===== config.mk =====
export PLATFORM = sky130hd
export DESIGN_NAME = ahblite_irq_ctrl
export DESIGN_NICKNAME = d
export VERILOG_FILES = /design/src/rtl/ahblite_irq_ctrl.sv
export SDC_FILE = /design/constraint.sdc
export NUM_CORES = 1
export LEC_CHECK = 0
export BUFFER_PORTS_ARGS = -buffer_cell sky130_fd_sc_hd__buf_2
export CAP_MARGIN = 20
export CORE_ASPECT_RATIO = 0.75
export CORE_MARGIN = 5
export CORE_UTILIZATION = 25
export CTS_CLUSTER_SIZE = 30
export DETAILED_ROUTE_END_ITERATION = 7
export PLACE_DENSITY = 0.57
export SLEW_MARGIN = 20
export SYNTH_ARGS = -nofsm -noshare
export SYNTH_HDL_FRONTEND = slang
export SYNTH_SLANG_ARGS = --single-unit

===== constraint.sdc =====
create_clock -name HCLK -period 3.4 [get_ports HCLK]
set_clock_uncertainty 0.2 [all_clocks]
set_input_delay 0.68 -clock HCLK [delete_from_list [all_inputs] [get_ports HCLK]]
set_output_delay 0.68 -clock HCLK [all_outputs]
set_load 0.05 [all_outputs]

===== src/rtl/ahblite_irq_ctrl.sv =====
// AHB-Lite interrupt collector: edge-detects irq_src into per-source pending
// bits (W1C), masks them with an enable register and drives a registered IRQ.
module ahblite_irq_ctrl #(
    parameter int N_SRC = 4
) (
    input  logic             HCLK,
    input  logic             HRESETn,
    input  logic             HSEL,
    input  logic [31:0]      HADDR,
    input  logic [1:0]       HTRANS,
    input  logic [2:0]       HSIZE,
    input  logic [3:0]       HPROT,
    input  logic             HWRITE,
    input  logic [31:0]      HWDATA,
    input  logic             HREADY,
    output logic             HREADYOUT,
    output logic [31:0]      HRDATA,
    output logic             HRESP,
    input  logic [N_SRC-1:0] irq_src,
    output logic             irq_out
);

    localparam logic [1:0] ADDR_PENDING = 2'd0;
    localparam logic [1:0] ADDR_ENABLE  = 2'd1;
    localparam logic [1:0] ADDR_RAW     = 2'd2;
    localparam logic [1:0] ADDR_MISSED  = 2'd3;

    logic [1:0]       addr_q, addr_d;
    logic             wr_q, wr_d;
    logic             rd_q, rd_d;
    logic [N_SRC-1:0] src_q, src_d;
    logic [N_SRC-1:0] pending_q, pending_d;
    logic [N_SRC-1:0] enable_q, enable_d;
    logic [7:0]       missed_q, missed_d;
    logic             irq_q, irq_d;

    logic             accept_s;
    logic [N_SRC-1:0] rise_s;
    logic [N_SRC-1:0] w1c_s;
    logic             miss_s;
    logic [31:0]      hrdata_s;
    logic             unused_s;

    assign HREADYOUT = 1'b1;
    assign HRESP     = 1'b0;
    assign irq_out   = irq_q;
    assign HRDATA    = hrdata_s;

    // Inputs that carry no meaning for this slave; folded so nothing dangles.
    assign unused_s = ^{HSIZE, HPROT, HADDR[31:4], HADDR[1:0], HTRANS[0], HWDATA, rd_q};

    // Address-phase capture, edge detection and register next-state logic.
    always_comb begin
        accept_s = HSEL & HREADY & HTRANS[1];
        if (accept_s) begin
            addr_d = HADDR[3:2];
        end else begin
            addr_d = addr_q;
        end
        wr_d  = accept_s & HWRITE;
        rd_d  = accept_s & ~HWRITE;
        src_d = irq_src;

        rise_s = irq_src & ~src_q;
        miss_s = |(rise_s & pending_q);

        if (wr_q && (addr_q == ADDR_PENDING)) begin
            w1c_s = HWDATA[N_SRC-1:0];
        end else begin
            w1c_s = {N_SRC{1'b0}};
        end
        // A new edge wins over a simultaneous clear of the same bit.
        pending_d = (pending_q & ~w1c_s) | rise_s;

        if (wr_q && (addr_q == ADDR_ENABLE)) begin
            enable_d = HWDATA[N_SRC-1:0];
        end else begin
            enable_d = enable_q;
        end

        // Clear by write beats a coincident miss; otherwise saturate at 0xFF.
        if (wr_q && (addr_q == ADDR_MISSED)) begin
            missed_d = 8'h00;
        end else if (miss_s && (missed_q != 8'hFF)) begin
            missed_d = missed_q + 8'h01;
        end else begin
            missed_d = missed_q;
        end

        irq_d = |(pending_q & enable_q);
    end

    // Read mux driven from the registered address during the data phase.
    always_comb begin
        hrdata_s = 32'h0000_0000;
        case (addr_q)
            ADDR_PENDING: hrdata_s[N_SRC-1:0] = pending_q;
            ADDR_ENABLE:  hrdata_s[N_SRC-1:0] = enable_q;
            ADDR_RAW:     hrdata_s[N_SRC-1:0] = irq_src;
            ADDR_MISSED:  hrdata_s[7:0]       = missed_q;
            default:      hrdata_s            = 32'h0000_0000;
        endcase
    end

    // State registers with asynchronous clear.
    always_ff @(posedge HCLK or negedge HRESETn) begin
        if (!HRESETn) begin
            addr_q    <= 2'd0;
            wr_q      <= 1'b0;
            rd_q      <= 1'b0;
            src_q     <= {N_SRC{1'b0}};
            pending_q <= {N_SRC{1'b0}};
            enable_q  <= {N_SRC{1'b0}};
            missed_q  <= 8'h00;
            irq_q     <= 1'b0;
        end else begin
            addr_q    <= addr_d;
            wr_q      <= wr_d;
            rd_q      <= rd_d;
            src_q     <= src_d;
            pending_q <= pending_d;
            enable_q  <= enable_d;
            missed_q  <= missed_d;
            irq_q     <= irq_d;
        end
    end

endmodule


Word-level counts from Yosys, hierarchy flattened
Index checks and enable logic that the tools add are counted.
{"block": "totals", "ff_bits": 24, "inputBits": 82, "out_inout_bits": 35}
{"block": "op_classes", "add_sub_neg": 1, "n_eq_ne": 4, "muxes": 5, "n_bitwise": 10, "n_reduce_logical": 8}
{"op": "$and 4x4->4", "n": 4}
{"op": "$mux 8", "n": 2}
{"op": "$pmux 4 s4", "n": 1}
{"op": "$add 8x1->8 const B", "n": 1}
{"op": "$mux 4", "n": 2}
{"op": "$ne 8x8->1 const B", "n": 1}
{"op": "$not 4->4", "n": 2}
{"op": "$reduce_or 4->1", "n": 2}
{"op": "$eq 2x2->1 const B", "n": 2}
{"op": "$logic_and 1x1->1", "n": 4}
{"op": "$or 4x4->4", "n": 1}
{"op": "$and 1x1->1", "n": 3}
{"op": "$eq 2x1->1 const B", "n": 1}
{"op": "$logic_not 2->1", "n": 1}
{"op": "$reduce_bool 2->1", "n": 1}

Longest topological paths before layout
Gate-level depths: netlist (run 1).
{"block": "logic_depth", "word_depth": 7, "depth_mapped": 5, "ltp_nobuf": 5}

Worst setup path after synthesis (run 1)
Ideal clock, no wire load.
{"block": "synth_timing", "path_type": "register -> output", "startpoint": "register addr_q[0]", "endpoint": "output port HRDATA[2]", "t_arrival_ns": 1.389, "t_required_ns": 2.520, "path_slack_ns": 1.131, "path_stages_with_launch": 3, "path_cell_list": "dfrtp_1 -> clkbuf_1 -> mux4_2"}
{"block": "synth_via", "elab_chain_len": 2}
{"element": "start, declared", "line_no": "28", "source": "logic [1:0] addr_q, addr_d;"}
{"element": "start signal, assigned", "line_no": "117", "source": "addr_q <= addr_d;"}
{"element": "$eq 2x2->1 (tied with other cells)", "line_no": "96", "source": "case (addr_q)"}
{"element": "$pmux 4 s4 (*)", "line_no": "96"}
{"element": "end, declared", "line_no": "17", "source": "output logic [31:0] HRDATA,"}
Mark *: on every way between the ends. The rest lies on a longest branch, timed or not.

Worst setup path after layout (run 1)
Ends and elaborated chain as after synthesis.

==> metrics, run 1 <==
Total GRT Usage 8.57%; Hold Buf Count CTS 0; post-synth top area share 42.6%; Antenna diodes 0; die area 0.00726 mm²; power per cell area 670 mW/mm²; worst setup margin 0.736 ns; number of synthesized register bits 24; I/O Pins 117; grt ovf 0; postcts setup bufs 0; synthesized cell area 0.00141 mm²; Port Buffers 24; Clk Latency, worst-skew pair 0.27 ns; GP Congestion between 0.7 and 0.8; setup_tns 0 ns; Core ar. 0.00541 mm²; Max-Slew Margin vs Limit 60.7%; Wirelength per Cell 12.9 µm; Starting Density 26.1%; Post-Syn Area per Cell 10.0 µm²; CP Capture Point HRDATA[2]; Max Cap Violations 0; DRC Markers 0; clock sink count 24; initial antenna violation count 0; WS Path Type register to output pin; cell taking the most area after synthesis dfrtp_1; Synth Warn # 0; endpoints failing hold 0; CTS Buf Count 3; Pleak 0.000748 µW; ys async rst share 100%; internal cell power between 600 and 700 µW; status finished, final reports clean; worst r2r path cells 5; clock share of power between 20% and 30%; max-slew violations 0; largest vdd supply drop about 0.24 mV; CTS tree yes; share of the yosys chip area belonging to registers 42.6%; routed vias ~1,000; Synth Instances around 140; commonest cells in the netlist buf_4 (26), dfrtp_1 (24), nand2_1 (13), and3_1 (8), o21ai_0 (7); final wirelength roughly 3000 µm; Startpoint Class register; largest net degree at the start of global routing 25; Post-synth EDFFs 0; Final Cell Area 0.00157 mm²; Worst setup EP type output pin; layout cell share with drive strength beyond 1 23.9%; min-delay worst type input pin to asynchronous set/reset pin; CTS Buffer Depth 2; CTS H-tree depth 1; fin crit period 2.66 ns; DP Area 0.00150 mm²; CP arrival roughly 1.8 ns; Detailed Place HPWL 2300 µm; Reg-to-Reg Start missed_q[0]; vias per cell 4.39; register share of total power 42.0%; count of cell types in the netlist 31; post-cts sizing count 0; row count 23; chip width 96.7 µm; Post-layout nets 247; worst slew pin tran 0.588 ns; synth top area cells dfrtp_1 (43%), buf_4 (14%), mux4_2 (6.4%); final setup fails 0; top-count cell post-synth buf_4; CTS Root Cell clkbuf_8; Routed Antenna Nets 0; CP required 2.52 ns; RSZ-0062 raised after global routing no; first-pass GRT wire length 4940 µm; Critical Path Source addr_q[0]; Worst R2R Setup Slack 1.44 ns; Sw Pwr 423 µW; pre-CTS WS 1.02 ns; drt pass-1 iters 4; Iter 0 DRT Violations 91; worst hold slack 0.188 ns; Comb pwr share between 30 and 40%; Die Ht 75.0 µm; Post-synth top flop dfrtp_1; FMAX 375 MHz; Worst-path clk slew 0.09 ns; period utilisation layout 78.4%; P&R area growth vs syn 11.2%; Reg-to-Reg End missed_q[3]; vias in the first global route 965; Sw Ratio between 40% and 50%; worst-path maximum fanout 13
## per-stage QoR
step | utilization, % | cells | power, µW
after global routing | 29.0 | 238 | 1120
after CTS | 29.0 | 238 | 1060
after floorplan | - | 165 | 745
after detailed placement | 27.7 | 234 | 802
final | 29.0 | 238 | 1050
after global placement | 27.7 | 234 | 797
## routing by layer
metal  global-route usage, %  wire (µm)  vias to the layer above
met3                    3.15        194                        2
li1                        -          -                      498
met1                    12.6       1650                      507
met5                       0          0                        -
met2                    12.1       1220                       37
met4                    1.40          8                        0
## final cells by class
class                      count  area [µm²]
tap                           75        93.8
sequential                    24         601
timing repair buffer          24         120
clock buffer                   3        41.3
multi-input combinational    106         663
fill                         585        3840
inverter                       5        18.8
clock inverter                 1        30.0
## cells by family after synthesis
family	count (synthesis)	share of synthesized area [%]
other	2	0.533
AND/OR/NAND/NOR	48	18.8
multiplexers	10	11.2
adder cells (fa/ha/maj)	1	0.887
buffers and inverters	35	16.8
flip-flops	24	42.6
AO/OA/AOI/OAI	21	9.23
## worst min-delay path by stage
stage,start,to,slack [ns],depth (start not counted)
2_1_floorplan,HRESETn,addr_q[0],0.18,0
3_3_place_gp,src_q[2],pending_q[2],0.23,1
3_5_place_dp,src_q[1],pending_q[1],0.23,1
4_1_cts,HRESETn,pending_q[2],0.21,1
5_1_grt,HRESETn,pending_q[2],0.24,1
6_report,HRESETn,pending_q[2],0.19,1
## power by group through the flow
stage	registers, µW	clock network, µW	logic (µW)
2_1_floorplan	411	0	333
3_3_place_gp	443	0	354
3_5_place_dp	446	0	356
4_1_cts	440	262	358
5_1_grt	454	278	386
6_report	441	254	355
## critical path: stages (launching register included)
cell,delay [ns]
dfrtp_1,0.70
mux4_2,0.58
buf_2,0.23
## sequential cells by signal (all words and copies together), names as in the netlist
register	cells
addr_q	2
enable_q	4
irq_out	1
missed_q	8
pending_q	4
src_q	4
wr_q	1
## layout by cell type (no fill, tap or decap), drive strengths merged, types with 2 or more instances in the layout
master / n
nor2: 6
o21ai: 7
nand2: 13
nand3: 5
a22oi: 2
a21oi: 6
conb: 26
dfrtp: 24
buf: 24
and3: 8
clkbuf: 3
mux4: 4
nand4: 2
nand4b: 2
mux2: 6
inv: 5
nand3b: 5
a41o: 2
Note: power is estimated with default switching activity, not from simulation.
==> inputs of run 2 (changes only) <==
--- a/config.mk
+++ b/config.mk
@@ -12,7 +12,7 @@
 export CORE_UTILIZATION = 25
 export CTS_CLUSTER_SIZE = 30
 export DETAILED_ROUTE_END_ITERATION = 7
-export PLACE_DENSITY = 0.57
+export PLACE_DENSITY = 0.59
 export SLEW_MARGIN = 20
 export SYNTH_ARGS = -nofsm -noshare
 export SYNTH_HDL_FRONTEND = slang
==> constraint.sdc (replaced) <==
create_clock -name HCLK -period 2.32 [get_ports HCLK]
set_clock_uncertainty 0.2 [all_clocks]
set_input_delay 0.464 -clock HCLK [delete_from_list [all_inputs] [get_ports HCLK]]
set_output_delay 0.464 -clock HCLK [all_outputs]
set_load 0.05 [all_outputs]
==> run 2 against run 1 <==
  * Sequential share of layout area fell by 0.37 points
  * Global-route usage fell by 0.40 points
  * First-iteration DRC count fell by 42%
  * Flip-flop and latch count did not move
  * Critical path depth did not move
  * Die area did not move
  * Largest cell class unchanged
  * Highest routed layer unchanged
  * Clock power rose by 45%
  * Clock-buffer cell count did not move
  * Critical endpoint unchanged
  * Non-clock buffer count rose by 2
==> metrics, run 2 (synthesis gave the netlist of run 1 again) <==
status finished, final reports clean (unchanged); DP Area 0.00150 mm² (about the same); fin crit period ~2.2 ns; Detailed Place HPWL 2300 µm (about the same); Port Buffers 24 (unchanged); min-delay worst type input pin to register (was input pin to asynchronous set/reset pin); final wirelength 2920 µm (was 3070 µm); FMAX 457 MHz; first-pass GRT wire length 4730 µm (was 4940 µm); Critical Path Slowest Stage Cell mux4_2 (was dfrtp_1); vias in the first global route 938 (was 965); CTS tree yes (unchanged); Max Cap Violations 0 (unchanged); Worst R2R Setup Slack 0.35 ns (was 1.44 ns); Startpoint Class register (unchanged); worst hold slack 0.136 ns (was 0.188 ns); Starting Density 26.1% (unchanged); pre-CTS WS 0.284 ns (was 1.02 ns); largest vdd supply drop 0.307 mV (was 0.236 mV); Top reg by flops missed_q (unchanged); Reg-to-Reg Start missed_q[0] (unchanged); endpoints failing hold 0 (unchanged); P&R area growth vs syn 12.5% (was 11.2%); chip width 96.7 µm (unchanged); layout cell share with drive strength beyond 1 24.8% (was 23.9%); Post-layout nets 249 (was 247); CTS Buf Count 3 (unchanged); CTS Root Cell clkbuf_8 (unchanged); Max-Slew Margin vs Limit 57.7% (was 60.7%); met3 routed WL 206 µm (was 194 µm); Top Metal Used met4 (unchanged); final setup fails 0 (unchanged); M1 WL 1540 µm (was 1650 µm); setup_tns 0 ns (unchanged); grt ovf 0 (unchanged); Antenna diodes 0 (unchanged); hold path cells 1; Final Power 1530 µW (was 1050 µW); Routed Antenna Nets 0 (unchanged); GP Congestion 0.739 (was 0.732); cells along the critical path mux4_2 -> buf_2 (unchanged); met2 routed WL 1170 µm (was 1220 µm); max-slew violations 0 (unchanged); CTS Buffer Depth 2 (unchanged); period utilisation layout 94.4%; vias per cell 4.30 (was 4.39); clock sink count 24 (unchanged); hold endpoint src_q[0]; CTS H-tree depth 1 (unchanged); Fill cells 608 (was 585); die area 0.00726 mm² (unchanged); CP arrival 1.53 ns (was 1.78 ns); routed vias 1,033 (was 1,044); worst r2r path cells 5 (unchanged); max reg flops 8 (unchanged); DRC Markers 0 (unchanged); worst slew pin tran 0.633 ns (was 0.588 ns); Total GRT Usage 8.16% (was 8.57%); Final Cell Area 0.00159 mm² (was 0.00157 mm²); Core ar. 0.00541 mm² (unchanged); row count 23 (unchanged); critical path's largest stage delay 0.54 ns (was 0.70 ns); initial antenna violation count 0 (unchanged); drt pass-1 iters 4 (unchanged); WS Path Type register to output pin (unchanged); postcts setup bufs 0 (unchanged); worst-path maximum fanout 9 (was 13); RSZ-0062 raised after global routing no (unchanged); largest net degree at the start of global routing 25 (unchanged); Wirelength per Cell 12.2 µm (was 12.9 µm); worst setup margin 0.130 ns (was 0.736 ns); Iter 0 DRT Violations 53 (was 91); Clk Latency, worst-skew pair 0.27 ns (about the same); Worst setup EP type output pin (unchanged); I/O Pins 117 (unchanged); most common cell after layout, fill and taps aside conb_1 (unchanged); CP required 1.66 ns (was 2.52 ns); Pleak 0.000756 µW (was 0.000748 µW); most frequent cells in the layout conb_1 (26), buf_2 (24), dfrtp_1 (23), nand2_1 (13), and3_1 (8) (was conb_1 (26), dfrtp_1 (24), buf_2 (24), nand2_1 (13), and3_1 (8)); power per cell area 966 mW/mm² (was 670 mW/mm²); Worst-path clk slew 0.09 ns (about the same); hold path start irq_src[0]; Reg-to-Reg End missed_q[3] (unchanged); Die Ht 75.0 µm (unchanged)
-- run 2: cell types whose count changed in the layout (fill, tap and decap cells not counted) --
cell	change
buf_4	+1
dfrtp_1	-1
dfrtp_2	+1
dlygate4sd3_1	+1
-- run 2: worst max-delay path by stage --
stage               slack (ns)        end  cells past startpoint      start
floorplan                 0.27  HRDATA[2]                      2  addr_q[0]
global placement          0.27  HRDATA[2]                      2  addr_q[0]
detailed placement        0.28  HRDATA[2]                      2  addr_q[0]
CTS                       0.10  HRDATA[2]                      2  addr_q[0]
global route              0.06  HRDATA[2]                      2  addr_q[0]
finish                    0.13  HRDATA[2]                      2  addr_q[0]
-- run 2: final cells by class --
cell class	instances	area, µm²	share of cell area [%]
multi-input combinational	106	663	41.8
clock buffer	3	41.3	2.60
clock inverter	1	30.0	1.89
inverter	5	18.8	1.18
timing repair buffer	26	138	8.68
sequential	24	602	37.9
tap	75	93.8	5.91
-- run 2: metrics by stage --
stage / utilization [%] / cells
2_1_floorplan: - / 165
3_3_place_gp: 27.8 / 235
3_5_place_dp: 27.8 / 235
4_1_cts: 29.3 / 240
5_1_grt: 29.3 / 240
6_report: 29.3 / 240
-- run 2: worst max-delay path, delay by kind of cell (launching register included) --
kind,cells,cell delay [ns]
multiplexers,1,0.54
flip-flops,1,0.50
buffers and inverters,1,0.23
-- run 2: where the power goes --
part | total (µW) | switching (µW) | leakage [µW] | internal (µW)
clock | 369 | 138 | 0.0000357 | 231
combinational | 527 | 345 | 0.000444 | 181
sequential | 637 | 125 | 0.000277 | 512
-- run 2: what timing repair did --
| item | in CTS | in global routing |
|---|---|---|
| endpoints found under the hold margin | 24 | 0 |
| resized for setup | 1 | 0 |
| setup endpoints to repair | 4 | 0 |
| hold buffers | 1 | 0 |
-- run 2: routing by layer --
| metal | track usage, % | up-vias |
|---|---|---|
| li1 | - | 501 |
| met1 | 12.0 | 500 |
| met2 | 11.2 | 30 |
| met3 | 3.52 | 2 |
| met4 | 1.40 | 0 |
| met5 | 0 | - |
==> inputs of run 3 (changes only) <==
--- a/config.mk
+++ b/config.mk
@@ -12,7 +12,7 @@
 export CORE_UTILIZATION = 25
 export CTS_CLUSTER_SIZE = 30
 export DETAILED_ROUTE_END_ITERATION = 7
-export PLACE_DENSITY = 0.59
+export PLACE_DENSITY = 0.57
 export SLEW_MARGIN = 20
 export SYNTH_ARGS = -nofsm -noshare
 export SYNTH_HDL_FRONTEND = slang
==> constraint.sdc (replaced) <==
create_clock -name HCLK -period 2.41 [get_ports HCLK]
set_clock_uncertainty 0.2 [all_clocks]
set_input_delay 0.482 -clock HCLK [delete_from_list [all_inputs] [get_ports HCLK]]
set_output_delay 0.482 -clock HCLK [all_outputs]
set_load 0.05 [all_outputs]
==> run 3 against run 2 <==
  * The run now ends with hold timing left
  * Global-route usage grew 0.18 points
  * Critical endpoint is now HRDATA[0]
  * Sequential share of layout area grew 0.24 points
  * Die area is the same
  * Register-to-register slack gained 0.09 ns
  * Via count shrank 3.8%
  * First-iteration DRC count shrank 15%
  * Non-clock buffer count shrank 1
  * Critical path type unchanged
  * Largest power group unchanged
==> metrics, run 3 (synthesis gave the netlist of run 1 again) <==
P&R area growth vs syn 11.8% (was 12.5%); I/O Pins 117 (unchanged); Die Ht 75.0 µm (unchanged); CTS Buffer Depth 2 (unchanged); final setup fails 0 (unchanged); grt ovf 0 (unchanged); DRC Markers 0 (unchanged); CP required 1.73 ns (was 1.66 ns); Reg-to-Reg Start missed_q[0] (unchanged); critical path's top delay family multiplexers (unchanged); worst-path maximum fanout 8 (was 9); most common cell after layout, fill and taps aside conb_1 (unchanged); Worst R2R Setup Slack 0.44 ns (was 0.35 ns); RSZ-0062 raised after global routing no (unchanged); Post-layout nets 248 (was 249); setup_tns 0 ns (unchanged); Detailed Place HPWL 2290 µm (was 2300 µm); GP Congestion 0.754 (was 0.739); Routed Antenna Nets 0 (unchanged); worst slew pin tran 0.622 ns (was 0.633 ns); die area 0.00726 mm² (unchanged); DP Area 0.00150 mm² (unchanged); clock sink count 24 (unchanged); chip width 96.7 µm (unchanged); Port Buffers 24 (unchanged); worst setup margin 0.207 ns (was 0.130 ns); Iter 0 DRT Violations 45 (was 53); Reg-to-Reg End missed_q[3] (unchanged); Starting Density 26.1% (unchanged); routed vias 994 (was 1,033); pre-CTS WS 0.357 ns (was 0.284 ns); WS Path Type register to output pin (unchanged); max reg flops 8 (unchanged); Total GRT Usage 8.35% (was 8.16%); min-delay worst type input pin to asynchronous set/reset pin (was input pin to register); worst r2r path cells 5 (unchanged); final wirelength 2920 µm (unchanged); Pleak 0.000752 µW (was 0.000756 µW); Top reg by flops missed_q (unchanged); Critical Path Slowest Stage Cell mux4_2 (unchanged); power per cell area 934 mW/mm² (was 966 mW/mm²); layout cell share with drive strength beyond 1 25.0% (was 24.8%); most frequent cells in the layout conb_1 (26), buf_2 (24), dfrtp_1 (23), nand2_1 (13), and3_1 (8) (unchanged); CTS Root Cell clkbuf_8 (unchanged); Wirelength per Cell 12.2 µm (about the same); Buf/Inv on CP 1 (unchanged); Clk Latency, worst-skew pair 0.27 ns (about the same); fin crit period 2.20 ns; vias in the first global route 964 (was 938); largest vdd supply drop 0.310 mV (was 0.307 mV); critical path's largest stage delay 0.53 ns (was 0.54 ns); CTS tree yes (unchanged); status finished, violations left (was finished, final reports clean); max-slew violations 0 (unchanged); CP arrival 1.52 ns (was 1.53 ns); cells along the critical path mux4_2 -> buf_2 (unchanged); period utilisation layout 91.4%; drt pass-1 iters 4 (unchanged); endpoints failing hold 14 (was 0); Core ar. 0.00541 mm² (unchanged); Final Cell Area 0.00158 mm² (was 0.00159 mm²); row count 23 (unchanged); Worst setup EP type output pin (unchanged); first-pass GRT wire length 4940 µm (was 4730 µm); initial antenna violation count 0 (unchanged); Startpoint Class register (unchanged); WP depth 2 (unchanged); vias per cell 4.16 (was 4.30); Max-Slew Margin vs Limit 58.4% (was 57.7%); largest net degree at the start of global routing 25 (unchanged); Final Power 1470 µW (was 1530 µW); CTS H-tree depth 1 (unchanged); Antenna diodes 0 (unchanged); postcts setup bufs 0 (unchanged); violated checks hold timing; Worst-path clk slew 0.09 ns (about the same); FMAX 454 MHz; worst hold slack -0.00524 ns (was 0.136 ns); CTS Buf Count 3 (unchanged); Max Cap Violations 0 (unchanged)
## run 3: worst max-delay path by stage
stage / from / to / slack (ns)
after floorplan: addr_q[0] / HRDATA[2] / 0.34
after global placement: addr_q[0] / HRDATA[0] / 0.36
after detailed placement: addr_q[0] / HRDATA[3] / 0.36
after CTS: addr_q[0] / HRDATA[0] / 0.05
after global routing: addr_q[0] / HRDATA[0] / 0.13
final: addr_q[0] / HRDATA[0] / 0.21
## run 3: stage by stage
| stage | hold WS (ns) | utilization, % | cells |
|---|---|---|---|
| floorplan | -0.0136 | - | 165 |
| global placement | 0.219 | 27.8 | 235 |
| detailed placement | 0.232 | 27.8 | 235 |
| CTS | 0.00832 | 29.1 | 239 |
| global route | 0.0307 | 29.1 | 239 |
| finish | -0.00524 | 29.1 | 239 |
## run 3: report_power, final
part | internal (µW) | switching [µW] | total, µW
clock network | 222 | 132 | 354
registers | 493 | 116 | 609
logic | 174 | 336 | 509
total | 889 | 583 | 1470
## run 3: repair_timing
action	4_1_cts	5_1_grt
hold buffers	0	0
gates resized for setup	0	1
setup endpoints to repair	0	4
## run 3: worst reg2reg max path: stages (launching register included)
cell	delay [ns]
dfrtp_1	0.43
ha_1	0.27
and3_1	0.19
nor2b_1	0.18
or4_1	0.47
a21oi_1	0.15
## run 3: area by class of cell
type                    instances  area, µm²
flip-flops and latches         24        602
multi-input cells             106        663
fillers                       592       3830
repair buffers                 25        128
inverters                       5       18.8
well taps                      75       93.8
clock buffers                   3       41.3
clock inverters                 1       30.0
## run 3: routing by layer
metal | GRT usage (%) | vias up | share of wire, %
li1 | - | 497 | -
met1 | 12.8 | 463 | 54
met2 | 11.6 | 34 | 40
met3 | 3.06 | 0 | 6.0
met4 | 0.467 | 0 | 0
met5 | 0 | - | 0
